**src/rtl/loader_pkg.sv**
```systemverilog
// Shared definitions for the program loader: memory geometry and session states.
package loader_pkg;
    localparam int MEM_ADDR_W = 14;
    localparam int WORD_W     = 32;
    localparam int MAX_WORDS  = 4096;
    // One extra bit so a full 4096-word length and the word counter never wrap.
    localparam int LEN_W      = $clog2(MAX_WORDS) + 1;

    typedef enum logic [2:0] {
        IDLE,
        LOAD,
        CPU_RST,
        RUN,
        DONE
    } state_e;
endpackage

```
**src/rtl/prog_loader.sv**
```systemverilog
// Loads a program into shared memory, holds the CPU in reset, then runs it under
// an optional cycle watchdog and hands the memory port to the CPU while running.
module prog_loader
    import loader_pkg::*;
#(
    parameter int CPU_RST_CYCLES = 2
) (
    input  logic                  i_clk,
    input  logic                  i_rst,
    input  logic                  i_load_start,
    input  logic [LEN_W-1:0]      i_load_len,
    input  logic [31:0]           i_cycle_limit,
    input  logic                  i_host_valid,
    input  logic [WORD_W-1:0]     i_host_data,
    output logic                  o_host_ready,
    input  logic                  i_cpu_mem_write_en,
    input  logic [MEM_ADDR_W-1:0] i_cpu_mem_addr,
    input  logic [WORD_W-1:0]     i_cpu_mem_data,
    output logic                  o_cpu_rst,
    output logic                  o_cpu_enable,
    input  logic                  i_cpu_halted,
    output logic                  o_mem_write_en,
    output logic [MEM_ADDR_W-1:0] o_mem_addr,
    output logic [WORD_W-1:0]     o_mem_data,
    output logic                  o_busy,
    output logic                  o_done,
    output logic                  o_timeout,
    output logic [31:0]           o_cycle_count
);
    localparam logic [3:0] RST_LAST = 4'(CPU_RST_CYCLES - 1);

    state_e                r_state;
    logic [LEN_W-1:0]      r_len;
    logic [LEN_W-1:0]      r_word_cnt;
    logic                  r_last;
    logic [3:0]            r_rst_cnt;
    logic [31:0]           r_limit;
    logic [31:0]           r_count;
    logic                  r_timeout;
    logic                  r_wr_en;
    logic [MEM_ADDR_W-1:0] r_addr;
    logic [WORD_W-1:0]     r_data;

    logic        w_run;
    logic        w_hs;
    logic        w_limit_hit;
    logic [31:0] w_count_next;

    assign w_run        = (r_state == RUN);
    // r_last marks the drain cycle: the final word's write is still on the port.
    assign o_host_ready = (r_state == LOAD) && !r_last;
    assign w_hs         = o_host_ready && i_host_valid;
    assign w_limit_hit  = (r_limit != '0) && (r_count == r_limit - 1'b1);
    assign w_count_next = (r_count == '1) ? r_count : r_count + 1'b1;

    always_ff @(posedge i_clk) begin
        if (i_rst) begin
            r_state    <= IDLE;
            r_len      <= '0;
            r_word_cnt <= '0;
            r_last     <= 1'b0;
            r_rst_cnt  <= '0;
            r_limit    <= '0;
            r_count    <= '0;
            r_timeout  <= 1'b0;
            r_wr_en    <= 1'b0;
            r_addr     <= '0;
            r_data     <= '0;
        end else begin
            r_wr_en <= 1'b0;
            case (r_state)
                IDLE, DONE: begin
                    if (i_load_start) begin
                        r_len      <= i_load_len;
                        r_limit    <= i_cycle_limit;
                        r_count    <= '0;
                        r_timeout  <= 1'b0;
                        r_word_cnt <= '0;
                        r_last     <= 1'b0;
                        r_rst_cnt  <= '0;
                        r_state    <= (i_load_len != '0) ? LOAD : CPU_RST;
                    end
                end
                LOAD: begin
                    if (r_last) begin
                        r_state   <= CPU_RST;
                        r_rst_cnt <= '0;
                    end else if (w_hs) begin
                        r_wr_en    <= 1'b1;
                        r_addr     <= {r_word_cnt[LEN_W-2:0], 2'b00};
                        r_data     <= i_host_data;
                        r_word_cnt <= r_word_cnt + 1'b1;
                        if (r_word_cnt == r_len - 1'b1)
                            r_last <= 1'b1;
                    end
                end
                CPU_RST: begin
                    if (r_rst_cnt == RST_LAST)
                        r_state <= RUN;
                    else
                        r_rst_cnt <= r_rst_cnt + 1'b1;
                end
                RUN: begin
                    r_count <= w_count_next;
                    // A halt seen in the same cycle as the limit is a clean finish.
                    if (i_cpu_halted) begin
                        r_state <= DONE;
                    end else if (w_limit_hit) begin
                        r_state   <= DONE;
                        r_timeout <= 1'b1;
                    end
                end
                default: r_state <= IDLE;
            endcase
        end
    end

    assign o_cpu_rst      = i_rst || (r_state == IDLE) || (r_state == CPU_RST);
    assign o_cpu_enable   = w_run;
    assign o_busy         = (r_state == LOAD) || (r_state == CPU_RST) || w_run;
    assign o_done         = (r_state == DONE);
    assign o_timeout      = r_timeout;
    assign o_cycle_count  = r_count;

    assign o_mem_write_en = w_run ? i_cpu_mem_write_en : r_wr_en;
    assign o_mem_addr     = w_run ? i_cpu_mem_addr     : r_addr;
    assign o_mem_data     = w_run ? i_cpu_mem_data     : r_data;
endmodule

```
**config.mk**
```make
export PLATFORM = sky130hd
export DESIGN_NAME = prog_loader
export DESIGN_NICKNAME = d
export VERILOG_FILES = /design/src/rtl/loader_pkg.sv /design/src/rtl/prog_loader.sv
export SDC_FILE = /design/constraint.sdc
export NUM_CORES = 1
export LEC_CHECK = 0
export CAP_MARGIN = 5
export CORE_MARGIN = 4
export CORE_UTILIZATION = 49
export DETAILED_ROUTE_END_ITERATION = 6
export HOLD_SLACK_MARGIN = 0.03
export PLACE_DENSITY = 0.81
export SLEW_MARGIN = 20
export SYNTH_ARGS = -nofsm -noshare
export SYNTH_HDL_FRONTEND = slang
export SYNTH_SLANG_ARGS = --single-unit
```
**constraint.sdc**
```tcl
create_clock -name i_clk -period 3.4 [get_ports i_clk]
set_clock_uncertainty 0.2 [all_clocks]
set_input_delay 0.68 -clock i_clk [delete_from_list [all_inputs] [get_ports i_clk]]
set_output_delay 0.68 -clock i_clk [all_outputs]
set_load 0.01 [all_outputs]
```
==> impl_metrics.csv <==
group,metric,value,unit
status,outcome,"complete, no violations",
sta,timing.final.ws_setup,0.231,ns
clocking,path_clk_slew,0.06,ns
setup_path,end_kind,"output port",
setup_path,worst-path-buf-inv,3,
setup_path,cp_common_cell,"nand2_1",
cells_and_area,multi_input_area,4610,um^2
setup_path,reg2reg_to,"r_state[0]",
sta,hold_viol,0,
cells_and_area,nFillCells,1257,
placed_design,place_congestion,0.907,
cells_and_area,diodes,0,
synthesis,netlist_area,7780,um^2
die,ios,214,
cells_and_area,regArea,2880,um^2
clocking,clk-insertion-delay-late,0.42,ns
global_route,grt_max_degree,61,
detailed_routing,routed_wl,24300,um
clocking,root_buffer,"clkbuf_16",
sta,rsz0062_at_grt,"false",
global_route,antenna_found_initial,0,
clocking,cts_tree,"yes",
setup_path,r2r_cells,8,
detailed_routing,drt_pre_antenna_iters,5,
clocking,cts_buffer_depth,2,
sta,slew_headroom,0.538,
cells_and_area,final_cell_mix,"351 x nand2_1, 212 x clkdlybuf4s50_1, 144 x dfxtp_1, 106 x a21oi_1, 82 x nor2_1",
setup_path,cp_max_fo,48,
detailed_routing,via_count,8291,
detailed_routing,drt_iter0_drc,755,
synthesis,yosysUniqueCellTypes,59,
global_route,grt_pass1_wl,39100,um
die,initial_core_util,0.506,
pwr,power.density,602,nW/um^2
clocking,cts_buffers,17,
setup_path,start_kind,"flop",
min_path,holdPathStages,2,
synthesis,netlist_instances,1099,
placed_design,dp_slack,0.331,ns
synthesis,synth-seq-cells,144,
detailed_routing,drc,0,
die,die_w,134,um
detailed_routing,routedWlPerCell,16.1,um
clocking,post-cts-setup-buffers,0,
setup_path,critical_path.top_delay_family,"buffers and inverters",
die,core_area,15400,um^2
detailed_routing,vias_per_cell,5.48,
detailed_routing,ant_nets,0,
pwr,p_leak,3.94,nW
synthesis,async_reset_ff_frac,0,
synthesis,syn-num-nets,1234,
placed_design,hpwl,17800,um
placed_design,place.port_buffers,213,
sta,fmax,0.316,GHz
synthesis,syn_area_per_cell,7.08,um^2
setup_path,crit_slowest_cell,"clkdlybuf4s50_1",
cells_and_area,layout_commonest_cell,"nand2_1",
global_route,grt_pass1_vias,7863,
min_path,worstHoldStart,"r_data[7]",
setup_path,rrSetupSlack,0.35,ns
sta,tightest_slew,0.686,ns
sta,drv_slew,0,
min_path,holdCritPathClass,"flop to flop",
die,chipHeight,134,um
setup_path,worstPathRequired,2.52,ns
sta,fin_tns_setup,0,ns
setup_path,crit_arrival,2.29,ns
cells_and_area,layout-drive-gt1-share,0.0522,
die,fp-row-count,45,
min_path,hold-path-endpoint,"r_data[7]",
synthesis,synth_edf_count,0,
setup_path,crit_path_max_incr_delay,0.53,ns
cells_and_area,area_growth,38.1,%
pwr,peakVddDrop,520,uV
synthesis,synth-warning-count,0,
setup_path,worstPathCellList,"nand2_1, or2_2, inv_1, buf_12, nand2_1, nand2_1, clkdlybuf4s50_1",
run,drv_cap,0,
sta,hold_slack,0.254,ns
global_route,track_usage,0.268,
synthesis,synth-seq-area-share,0.371,
die,dieArea,17900,um^2
sta,period_share,0.932,
clocking,cts.htree.levels,4,
synthesis,ys.flop_type,"dfxtp_1",
sta,min_period,3.17,ns
sta,setup_viol,0,
setup_path,crit_type,"flop to output port",
clocking,clock_sinks,144,
cells_and_area,fin_nets,1424,
global_route,gr-total-overflow,0,
setup_path,timing.rr.start,"r_limit[21]",
metrics by stage:
step,power [mW],area [um^2],util,std cells
after floorplan,3.56,7780,-,1099
after global placement,4.41,10100,0.657,1481
after detailed placement,4.45,10100,0.657,1481
after CTS,6.46,10700,0.698,1513
after global routing,6.83,10700,0.699,1513
final,6.46,10700,0.699,1513
repair_timing:
action | in CTS | in global routing
hold buffers | 0 | 0
gates resized for setup | 0 | 1
setup endpoints to repair | 0 | 1
cell families (layout without fill, tap and decap cells):
logic type / count (synthesis) / in the layout / share of synthesized area
buffers and inverters: 78 / 281 / 0.0380
and+or+nand+nor: 608 / 608 / 0.352
AOI/OAI and AO/OA: 173 / 173 / 0.127
DFF: 144 / 144 / 0.371
xor gates and xnor gates: 85 / 85 / 0.0957
adders and majority gates: 6 / 6 / 0.00965
muxes: 5 / 5 / 0.00660
routing by layer:
metal  share of wire  vias to the layer above  routed length, um  GRT usage
li1                -                     4090                  -          -
met5               0                        -                  0          0
met2            0.50                      287              12100      0.460
met4           0.026                        0                635     0.0914
met3           0.065                       44               1590     0.0660
met1            0.41                     3870              10000      0.327
registers in the layout (all words and copies together) (netlist names):
signal         flops
r_len             13
o_timeout          1
r_data            32
r_state            3
r_wr_en            1
r_addr            12
r_limit           32
r_last             1
r_rst_cnt          4
o_cycle_count     32
r_word_cnt        13
report_power, final:
part / switching (mW) / total [mW] / internal (mW)
clock network: 0.713 / 1.99 / 1.28
logic: 1.39 / 2.44 / 1.05
registers: 0.176 / 2.03 / 1.85
total: 2.28 / 6.46 / 4.18
Yosys cell counts, types with 3 or more instances:
cell type | count | share of area
xnor2_1 | 45 | 0.051
buf_1 | 4 | 0.0019
a21o_1 | 3 | 0.0029
o21ai_0 | 25 | 0.016
nand2b_1 | 10 | 0.0080
nor4b_1 | 5 | 0.0056
a21oi_1 | 106 | 0.068
nand2_1 | 351 | 0.17
nor2_1 | 82 | 0.040
a211oi_1 | 3 | 0.0029
nor2b_1 | 4 | 0.0032
ha_1 | 6 | 0.0097
inv_1 | 15 | 0.0072
or4_1 | 9 | 0.0087
and4_1 | 5 | 0.0056
xor2_1 | 40 | 0.045
nand3_1 | 24 | 0.015
or3_1 | 16 | 0.013
a31oi_1 | 7 | 0.0056
nand4b_1 | 4 | 0.0045
nand4_1 | 17 | 0.014
mux2i_1 | 4 | 0.0051
or2_2 | 4 | 0.0032
o211ai_1 | 5 | 0.0048
clkbuf_1 | 57 | 0.028
nor3b_1 | 4 | 0.0039
nor3_1 | 30 | 0.019
nor4_1 | 19 | 0.015
dfxtp_1 | 144 | 0.37
o221ai_1 | 4 | 0.0045
and2_1 | 9 | 0.0072
and3_1 | 3 | 0.0024
nand3b_1 | 4 | 0.0039
final cells by class:
| type | instances | share of cell area |
|---|---|---|
| flip-flops and latches | 144 | 0.268 |
| well taps | 211 | 0.0246 |
| repair buffers | 234 | 0.214 |
| inverters | 15 | 0.00524 |
| multi-input cells | 877 | 0.429 |
| clock buffers | 21 | 0.0438 |
| clock inverters | 11 | 0.0149 |
worst max-delay path by stage:
| stage | slack, ns | startpoint | endpoint | cells past startpoint |
|---|---|---|---|---|
| floorplan | 0.57 | r_limit[2] | r_state[0] | 8 |
| global placement | 0.42 | r_limit[14] | r_state[0] | 8 |
| detailed placement | 0.33 | r_limit[0] | r_state[0] | 10 |
| CTS | 0.22 | r_state[1] | o_mem_addr[6] | 7 |
| global route | 0.05 | r_limit[0] | r_state[0] | 10 |
| finish | 0.23 | r_state[1] | o_mem_addr[6] | 7 |
worst register-to-register path: cells and delay by family, from the launching register on:
kind	cells	cell delay, ns
simple gates	4	1.79
compound gates	4	0.58
flops	1	0.35
Power figures use the tool's default switching activity.
